$ cat config.mk
export PLATFORM = sky130hd
export DESIGN_NAME = conv_ctrl
export DESIGN_NICKNAME = d
export VERILOG_FILES = /design/src/rtl/conv_pkg.sv /design/src/rtl/conv_ctrl_fetch.sv /design/src/rtl/conv_ctrl.sv
export SDC_FILE = /design/constraint.sdc
export NUM_CORES = 1
export LEC_CHECK = 0
export ABC_AREA = 1
export CORE_MARGIN = 2
export CORE_UTILIZATION = 45
export DETAILED_ROUTE_END_ITERATION = 12
export PLACE_DENSITY = 0.9
export SLEW_MARGIN = 20
export SYNTH_ARGS = -nofsm -noshare
export SYNTH_HDL_FRONTEND = slang
export SYNTH_SLANG_ARGS = --single-unit
$ cat constraint.sdc
create_clock -name clk -period 2.1 [get_ports clk]
set_clock_uncertainty 0.05 [all_clocks]
set_input_delay 0.315 -clock clk [delete_from_list [all_inputs] [get_ports clk]]
set_output_delay 0.315 -clock clk [all_outputs]
set_load 0.1 [all_outputs]
$ cat src/rtl/conv_pkg.sv
// Shared state encoding and geometry helpers for the convolution controller.
package conv_pkg;

    typedef enum logic [1:0] {
        StIdle,
        StFetch,
        StRun,
        StFin
    } conv_state_e;

    localparam int unsigned NWGT_DEFAULT = 9;
    localparam int unsigned CNT_W        = 16;

    // Padded image edge length.
    function automatic int unsigned conv_size(input int unsigned img, input int unsigned pad);
        return img + 2 * pad;
    endfunction

    // Words fetched per job: weights followed by the unpadded image.
    function automatic int unsigned conv_nw(input int unsigned nwgt, input int unsigned img);
        return nwgt + img * img;
    endfunction

    // Pooled results expected per job.
    function automatic int unsigned conv_npool(input int unsigned img, input int unsigned pad);
        int unsigned edge_len;
        edge_len = conv_size(img, pad) / 2 - 1;
        return edge_len * edge_len;
    endfunction

endpackage

$ cat src/rtl/conv_ctrl_fetch.sv
// Source-memory reader: issues NW contiguous reads and presents the returned words to the
// datapath with weight/image load strobes aligned to the first weight and first image word.
module conv_ctrl_fetch
    import conv_pkg::*;
#(
    parameter int unsigned NWGT = NWGT_DEFAULT,
    parameter int unsigned NW   = 58
) (
    input  logic             clk,
    input  logic             rst_n,
    input  logic             launch,
    input  logic [CNT_W-1:0] mem_data,
    output logic             mem_rd_en,
    output logic [CNT_W-1:0] mem_addr,
    output logic [CNT_W-1:0] img_in,
    output logic             w_load,
    output logic             i_load,
    output logic             last_word
);

    localparam logic [CNT_W-1:0] LAST_ADDR  = CNT_W'(NW - 1);
    localparam logic [CNT_W-1:0] ILOAD_ADDR = CNT_W'(NWGT);

    logic             rd_en_q, rd_en_d;
    logic [CNT_W-1:0] addr_q, addr_d;
    logic [CNT_W-1:0] img_q, img_d;
    logic             w_load_q, w_load_d;
    logic             i_load_q, i_load_d;
    logic             last_q, last_d;

    always_comb begin
        rd_en_d = rd_en_q;
        addr_d  = addr_q;
        if (launch) begin
            rd_en_d = 1'b1;
            addr_d  = '0;
        end else if (rd_en_q) begin
            if (addr_q == LAST_ADDR) begin
                rd_en_d = 1'b0;
                addr_d  = '0;
            end else begin
                addr_d = addr_q + CNT_W'(1);
            end
        end

        // Word addressed in this cycle is captured at the closing edge and shown next cycle.
        img_d    = rd_en_q ? mem_data : '0;
        w_load_d = rd_en_q && (addr_q == '0);
        i_load_d = rd_en_q && (addr_q == ILOAD_ADDR);
        last_d   = rd_en_q && (addr_q == LAST_ADDR);
    end

    always_ff @(posedge clk or negedge rst_n) begin
        if (!rst_n) begin
            rd_en_q  <= 1'b0;
            addr_q   <= '0;
            img_q    <= '0;
            w_load_q <= 1'b0;
            i_load_q <= 1'b0;
            last_q   <= 1'b0;
        end else begin
            rd_en_q  <= rd_en_d;
            addr_q   <= addr_d;
            img_q    <= img_d;
            w_load_q <= w_load_d;
            i_load_q <= i_load_d;
            last_q   <= last_d;
        end
    end

    assign mem_rd_en = rd_en_q;
    assign mem_addr  = addr_q;
    assign img_in    = img_q;
    assign w_load    = w_load_q;
    assign i_load    = i_load_q;
    assign last_word = last_q;

endmodule

$ cat src/rtl/conv_ctrl.sv
// Convolution job controller: job FSM, result-write counter and optional RUN watchdog
// (enabled by defining CONV_CTRL_WATCHDOG_EN).
module conv_ctrl
    import conv_pkg::*;
#(
    parameter int unsigned IMG     = 7,
    parameter int unsigned PAD     = 1,
    parameter int unsigned NWGT    = NWGT_DEFAULT,
    parameter int unsigned TMO_CYC = 1024
) (
    input  logic             clk,
    input  logic             rst_n,
    input  logic             start,
    output logic             busy,
    output logic             done,
    output logic             err,
    output logic             mem_rd_en,
    output logic [CNT_W-1:0] mem_addr,
    input  logic [CNT_W-1:0] mem_data,
    output logic             w_load,
    output logic             i_load,
    output logic [CNT_W-1:0] img_in,
    input  logic             done_pooling,
    input  logic [CNT_W-1:0] pool_out,
    output logic             res_we,
    output logic [CNT_W-1:0] res_addr,
    output logic [CNT_W-1:0] res_data
);

    localparam int unsigned      NW       = conv_nw(NWGT, IMG);
    localparam int unsigned      NPOOL    = conv_npool(IMG, PAD);
    localparam logic [CNT_W-1:0] LAST_RES = CNT_W'(NPOOL - 1);

    conv_state_e      state_q, state_d;
    logic [CNT_W-1:0] res_cnt_q, res_cnt_d;
    logic             err_q, err_d;
    logic             launch;
    logic             last_word;
    logic             wd_hit;

    conv_ctrl_fetch #(
        .NWGT (NWGT),
        .NW   (NW)
    ) u_fetch (
        .clk       (clk),
        .rst_n     (rst_n),
        .launch    (launch),
        .mem_data  (mem_data),
        .mem_rd_en (mem_rd_en),
        .mem_addr  (mem_addr),
        .img_in    (img_in),
        .w_load    (w_load),
        .i_load    (i_load),
        .last_word (last_word)
    );

`ifdef CONV_CTRL_WATCHDOG_EN
    localparam logic [CNT_W-1:0] TMO_LAST = CNT_W'(TMO_CYC - 1);

    logic [CNT_W-1:0] wd_q, wd_d;

    // Held at zero outside RUN, so RUN entry always starts a fresh count.
    always_comb begin
        wd_d = '0;
        if (state_q == StRun && !done_pooling) begin
            wd_d = wd_q + CNT_W'(1);
        end
    end

    assign wd_hit = (state_q == StRun) && !done_pooling && (wd_q == TMO_LAST);

    always_ff @(posedge clk or negedge rst_n) begin
        if (!rst_n) begin
            wd_q <= '0;
        end else begin
            wd_q <= wd_d;
        end
    end
`else
    logic unused_tmo;
    assign unused_tmo = ^TMO_CYC;
    assign wd_hit     = 1'b0;
`endif

    always_comb begin
        state_d   = state_q;
        res_cnt_d = res_cnt_q;
        err_d     = err_q;
        launch    = 1'b0;
        res_we    = 1'b0;
        res_addr  = '0;
        res_data  = '0;

        unique case (state_q)
            StIdle: begin
                if (start) begin
                    state_d   = StFetch;
                    launch    = 1'b1;
                    res_cnt_d = '0;
                    err_d     = 1'b0;
                end
            end
            StFetch: begin
                if (last_word) begin
                    state_d = StRun;
                end
            end
            StRun: begin
                if (done_pooling) begin
                    res_we    = 1'b1;
                    res_addr  = res_cnt_q;
                    res_data  = pool_out;
                    res_cnt_d = res_cnt_q + CNT_W'(1);
                    if (res_cnt_q == LAST_RES) begin
                        state_d = StFin;
                    end
                end else if (wd_hit) begin
                    state_d = StIdle;
                    err_d   = 1'b1;
                end
            end
            StFin: begin
                state_d = StIdle;
            end
            default: begin
                state_d = StIdle;
            end
        endcase
    end

    always_ff @(posedge clk or negedge rst_n) begin
        if (!rst_n) begin
            state_q   <= StIdle;
            res_cnt_q <= '0;
            err_q     <= 1'b0;
        end else begin
            state_q   <= state_d;
            res_cnt_q <= res_cnt_d;
            err_q     <= err_d;
        end
    end

    assign busy = (state_q != StIdle);
    assign done = (state_q == StFin);
    // The timeout cycle itself already reports the error.
    assign err  = err_q | wd_hit;

endmodule

==> results.py, run 1 <==
metrics = {
    "finish": {
        "finalNetCount": 604,
        "mostFrequentLayoutCells": "nand2_1 (108), inv_1 (73), dfrtp_1 (53)",
        "final_common_cell": "nand2_1",
        "layoutNonFillerInstCount": 655,
        "drive_gt1_share_pct": 30.95,
        "diodes": 0,
        "area_growth_pct": 53.99,
        "n_fill_cell": 513,
    },
    "clock_network": {
        "clkLatencyLatePin_ns": 0.31,
        "cts-root-buf": "clkbuf_8",
        "numCtsBuffers": 5,
        "path_clk_slew_ns": 0.10,
        "cts.sinks": 54,
        "h-tree-depth": 2,
        "cts_tree": "yes",
        "clock_path_buffers": 2,
    },
    "floorplanning": {
        "die-area_sq_um": 7917,
        "rows": 30,
        "io_pins": 107,
        "initial_core_util_pct": 47.05,
        "die_w_um": 88.98,
        "dieHeight_um": 88.98,
        "core_area_sq_um": 6907,
    },
    "yosys": {
        "yosys_warnings": 0,
        "synthArstFlopShare_pct": 100.0,
        "synth_edf_count": 0,
        "syn_inst": 445,
        "ys_types": 31,
        "synth.top_cell.area_share_pct": 41.59,
        "ys.flop_type": "dfrtp_1",
        "avgSynthCellArea_sq_um": 7.302,
        "synth_seq_cells": 54,
        "synth_top_cell_by_area": "dfrtp_1",
        "synth_area_leaders": "dfrtp_1 (42%), nand2_1 (13%), nor2_1 (8.7%), inv_1 (8.5%), ha_1 (3.9%)",
        "synth_nets": 491,
        "ys_seq_area_share_pct": 41.59,
        "syn_area_sq_um": 3249,
    },
    "pwr": {
        "irDropWorstVdd_uv": 579.0,
        "powerDensity_nw_per_um2": 892.9,
        "p_total_mw": 4.468,
        "leakage_nw": 2.374,
    },
    "detailed_routing": {
        "num_vias": 3156,
        "dr_wl_met2_um": 4427,
        "drc": 0,
        "wl_um": 8220,
        "top_layer_used": "met4",
        "wl_per_cell_um": 12.55,
        "dr_wl_met3_um": 556,
        "routedLengthMet1_um": 3178,
        "drt_iter0_drc": 135,
        "viasPerCell": 4.818,
        "ant_nets": 0,
        "dr.pass1.iters": 5,
    },
    "sta": {
        "fin_crit_sh_pct": 95.32,
        "fin_ws_ns": 0.09830,
        "max-slew-margin-rel_pct": 65.71,
        "rsz0062_at_grt": "no",
        "setup_violations": 0,
        "final_hold_viol_count": 0,
        "hold_ws_ns": 0.4623,
        "fmax_mhz": 499.6,
        "slew_viol_final": 0,
        "final.min_clock_period_ns": 2.002,
        "tightest_slew_ns": 0.5143,
    },
    "global_route": {
        "grt_pass1_vias": 3143,
        "antenna_found_initial": 0,
        "grt_max_degree": 23,
        "gr-total-overflow": 0,
        "grt_pass1_wl_um": 13610,
        "grt_usage_pct": 21.80,
    },
    "place": {
        "finalWeightedCongestion": 0.9104,
        "dpl.hpwl_um": 6711,
        "io_buffers": 105,
        "dp_cells": 645,
        "dp_slack_ns": 0.2069,
    },
    "critical_path": {
        "startpoint_type": "flip-flop",
        "worstPathMaxFanout": 7,
        "critPathCaptureType": "primary output",
        "cp.required_ns": 1.74,
        "cp.arrival_ns": 1.64,
        "rr_worst_depth": 10,
        "path_class": "flip-flop to primary output",
    },
    "hold_path": {
        "hold_path.class": "primary input to asynchronous set/reset pin",
    },
    "run_status": {
        "outcome": "complete, no violations",
    },
    "run": {
        "drv_cap": 0,
    },
}
what timing repair did:
action                                  4_1_cts  5_1_grt
endpoints found under the hold margin        20        0
buffers inserted                              0        1
hold buffers                                  1        0
resized for setup                             4        1
endpoints found under the setup margin        3       32
pin swaps                                     0        0
worst max-delay path, cell delays in order, from the launching register on:
cell     delay, ns
dfrtp_1       0.39
inv_1         0.11
ha_2          0.22
nand2_2       0.09
buf_4         0.19
nor2_2        0.14
buf_12        0.19
flip-flops by register name, indices dropped and copies added, names as in the netlist:
register	cells
u_fetch.i_load	1
u_fetch.w_load	1
state_q	2
u_fetch.mem_addr	16
u_fetch.last_word	1
res_cnt_q	16
u_fetch.img_in	16
u_fetch.mem_rd_en	1
final cells by class:
type                       instances  area, sq um  area share (%)
clock buffer                       5        68.82           1.375
clock inverter                     3        43.79          0.8752
inverter                          82        309.0           6.177
multi-input combinational        299         1690           33.78
sequential                        54         1353           27.03
tap                               96        120.1           2.401
timing repair buffer             116         1419           28.36
final timing paths:
check,to,start,slack [ns]
min,u_fetch.img_in[15],rst_n,0.46
max,res_addr[15],state_q[0],0.1
min reg2reg,res_cnt_q[14],res_cnt_q[14],0.50
max in group asynchronous,u_fetch.img_in[4],rst_n,0.90
min in group clk,u_fetch.img_in[12],mem_data[12],0.47
max reg2reg,res_cnt_q[11],state_q[0],0.33
cell usage after synthesis, types with 5 or more instances:
master,count
o21ai_2,9
nand2_1,109
nand3_1,23
dfrtp_1,54
inv_1,74
ha_1,10
inv_2,7
nor2_2,7
clkbuf_1,5
o21ai_0,5
nor2_1,75
nand4_1,12
nand2_2,10
o21ai_1,6
a21oi_1,6
power by group:
group / leakage [nW] / switching (mW) / internal [mW] / total (mW)
sequential: 0.700 / 0.121 / 1.15 / 1.27
combinational: 1.62 / 1.76 / 0.738 / 2.49
clock: 0.0585 / 0.349 / 0.358 / 0.707
cells by family after synthesis:
kind of cell             Yosys count  synth area share, %
AO/OA/AOI/OAI                     33                6.931
XOR/XNOR                           7                1.887
adder cells (fa/ha/maj)           10                3.851
buffers and inverters             92                11.47
flip-flops                        54                41.59
other                              1               0.1154
AND/OR/NAND/NOR                  248                34.15
stage by stage:
stage	util, %	cell area [sq um]	TNS, ns
floorplan	-	3401	-8.173
CTS	72.30	4994	0
global route	72.45	5004	0
global placement	70.38	4861	0
detailed placement	70.38	4861	0
finish	72.45	5004	0
per-layer routing:
metal / global-route usage (%) / up-vias
met1: 25.24 / 1477
li1: - / 1569
met2: 40.91 / 104
met3: 4.709 / 6
met5: 0 / -
met4: 5.427 / 0
(Power assumes the default switching activity.)
==> inputs of run 2 (changes only) <==
--- a/config.mk
+++ b/config.mk
@@ -6,9 +6,11 @@
 export NUM_CORES = 1
 export LEC_CHECK = 0
 export ABC_AREA = 1
+export CAP_MARGIN = 20
 export CORE_MARGIN = 2
 export CORE_UTILIZATION = 45
 export DETAILED_ROUTE_END_ITERATION = 12
+export GPL_TIMING_DRIVEN = 0
 export PLACE_DENSITY = 0.9
 export SLEW_MARGIN = 20
 export SYNTH_ARGS = -nofsm -noshare
==> run 2 against run 1 <==
Net effect: the run now ends with negative hold slack left; largest cell class unchanged; non-clock buffer count up 5; register-to-register slack worse by 0.06 ns; critical path depth up 1; clock power down 18%; sequential power about the same; routed wire length up 22%; highest routed layer unchanged; largest power group unchanged; count of clock-buffer cells in the layout unchanged; worst hold slack worse by 0.48 ns; sequential share of layout area down 0.35 points; combinational power up 4%.
==> results.py, run 2 (synthesized netlist as in run 1, its figures left out) <==
metrics = {
    "floorplanning": {
        "initial_core_util_pct": 47.05,
        "die-area_sq_um": 7917,
        "dieHeight_um": 88.98,
        "core_area_sq_um": 6907,
        "io_pins": 107,
        "rows": 30,
        "die_w_um": 88.98,
    },
    "place": {
        "finalWeightedCongestion": 0.8816,
        "dp_cells": 646,
        "io_buffers": 105,
        "placed_area_sq_um": 4569,
        "dpl.hpwl_um": 6273,
    },
    "pwr": {
        "irDropWorstVdd_uv": 646.9,
        "powerDensity_nw_per_um2": 876.8,
        "leakage_nw": 2.413,
        "p_total_mw": 4.444,
    },
    "clock_network": {
        "cts_tree": "yes",
        "path_clk_slew_ns": 0.10,
        "cts-root-buf": "clkbuf_8",
        "clkLatencyLatePin_ns": 0.31,
        "clock_path_buffers": 2,
        "cts.sinks": 54,
        "numCtsBuffers": 5,
        "h-tree-depth": 2,
    },
    "global_route": {
        "grt_usage_pct": 24.07,
        "grt_pass1_vias": 3303,
        "antenna_found_initial": 0,
        "grt_max_degree": 55,
        "grt_pass1_wl_um": 14950,
        "gr-total-overflow": 0,
    },
    "finish": {
        "area_growth_pct": 55.99,
        "n_fill_cell": 504,
        "finalNetCount": 609,
        "drive_gt1_share_pct": 25.04,
        "regArea_sq_um": 1353,
        "final_common_cell": "nand2_1",
        "final_core_utilization_pct": 73.39,
        "mostFrequentLayoutCells": "nand2_1 (107), inv_1 (73), dfrtp_1 (53)",
        "multi_input_comb_area_sq_um": 1764,
        "layoutNonFillerInstCount": 659,
        "diodes": 0,
        "fin_area_sq_um": 5069,
    },
    "sta": {
        "fin_crit_sh_pct": 99.89,
        "final_hold_viol_count": 27,
        "max-slew-margin-rel_pct": 34.71,
        "slew_viol_final": 0,
        "tightest_slew_ns": 0.9832,
        "setup_violations": 0,
        "rsz0062_at_grt": "yes",
        "hold_ws_ns": -0.01936,
        "final.min_clock_period_ns": 2.098,
        "fmax_mhz": 476.7,
    },
    "critical_path": {
        "startpoint": "state_q[0]",
        "path_class": "flip-flop to primary output",
        "critPathCaptureType": "primary output",
        "cp-endpoint": "res_addr[7]",
        "startpoint_type": "flip-flop",
        "rr_worst_depth": 10,
        "r2r_setup_slack_ns": 0.27,
        "worstReg2RegStart": "state_q[0]",
        "r2r-end": "res_cnt_q[5]",
        "worstPathMaxFanout": 9,
        "cp.arrival_ns": 1.73,
        "cp.required_ns": 1.74,
    },
    "detailed_routing": {
        "ant_nets": 0,
        "wl_um": 10050,
        "dr.pass1.iters": 5,
        "viasPerCell": 5.175,
        "num_vias": 3410,
        "drt_iter0_drc": 228,
        "drc": 0,
        "wl_per_cell_um": 15.24,
    },
    "run": {
        "drv_cap": 0,
    },
    "run_status": {
        "outcome": "finished with violations",
        "violations": "negative hold slack",
    },
    "hold_path": {
        "hold_path.class": "primary input to asynchronous set/reset pin",
    },
}
[run 2: cell type report]
class,count,area share (%)
timing repair buffer,111,25.80
multi-input combinational,299,34.81
inverter,82,6.097
sequential,54,26.68
clock inverter,2,0.2962
tap,96,2.370
buffer,10,2.592
clock buffer,5,1.358
[run 2: repair_timing]
| action | CTS | global route |
|---|---|---|
| setup buffers | 1 | 2 |
| hold buffers | 0 | 0 |
| gates resized for setup | 322 | 40 |
| gates cloned | 0 | 3 |
| setup endpoints to repair | 70 | 42 |
[run 2: through the flow]
stage | hold slack [ns] | worst slack (ns) | setup TNS [ns]
finish | -0.01936 | 0.002264 | 0
global route | 0.03896 | -0.04862 | -0.1183
CTS | 0.01668 | -0.009247 | -0.02162
detailed placement | 0.3636 | -1.075 | -33.34
global placement | 0.4602 | -1.159 | -84.20
floorplan | -0.03059 | -0.4135 | -8.173
[run 2: routing by layer]
| metal | vias to the layer above | wire length (um) | track usage (%) |
|---|---|---|---|
| met3 | 35 | 922 | 4.894 |
| met2 | 218 | 5420 | 44.91 |
| met1 | 1575 | 3418 | 27.46 |
| met4 | 0 | 285 | 7.870 |
| met5 | - | 0 | 0 |
| li1 | 1582 | - | - |
[run 2: how the worst min path moves through the flow]
stage,from,to,slack (ns),depth (start not counted)
final,rst_n,u_fetch.img_in[1],-0.02,1
after global routing,rst_n,u_fetch.img_in[0],0.04,1
after CTS,rst_n,u_fetch.img_in[1],0.02,1
after detailed placement,rst_n,u_fetch.img_in[1],0.36,1
after global placement,state_q[1],state_q[1],0.46,2
after floorplan,rst_n,res_cnt_q[0],-0.03,0
[run 2: critical path, stage by stage, from the launching register on]
cell	delay, ns
dfrtp_1	0.40
inv_2	0.08
ha_1	0.16
buf_6	0.14
nand2_8	0.11
clkbuf_16	0.19
nor2_2	0.14
buf_12	0.19
[run 2: report_power, final]
part | total [mW] | switching, mW | internal (mW)
sequential | 1.26 | 0.118 | 1.15
combinational | 2.60 | 1.85 | 0.750
clock | 0.578 | 0.349 | 0.229
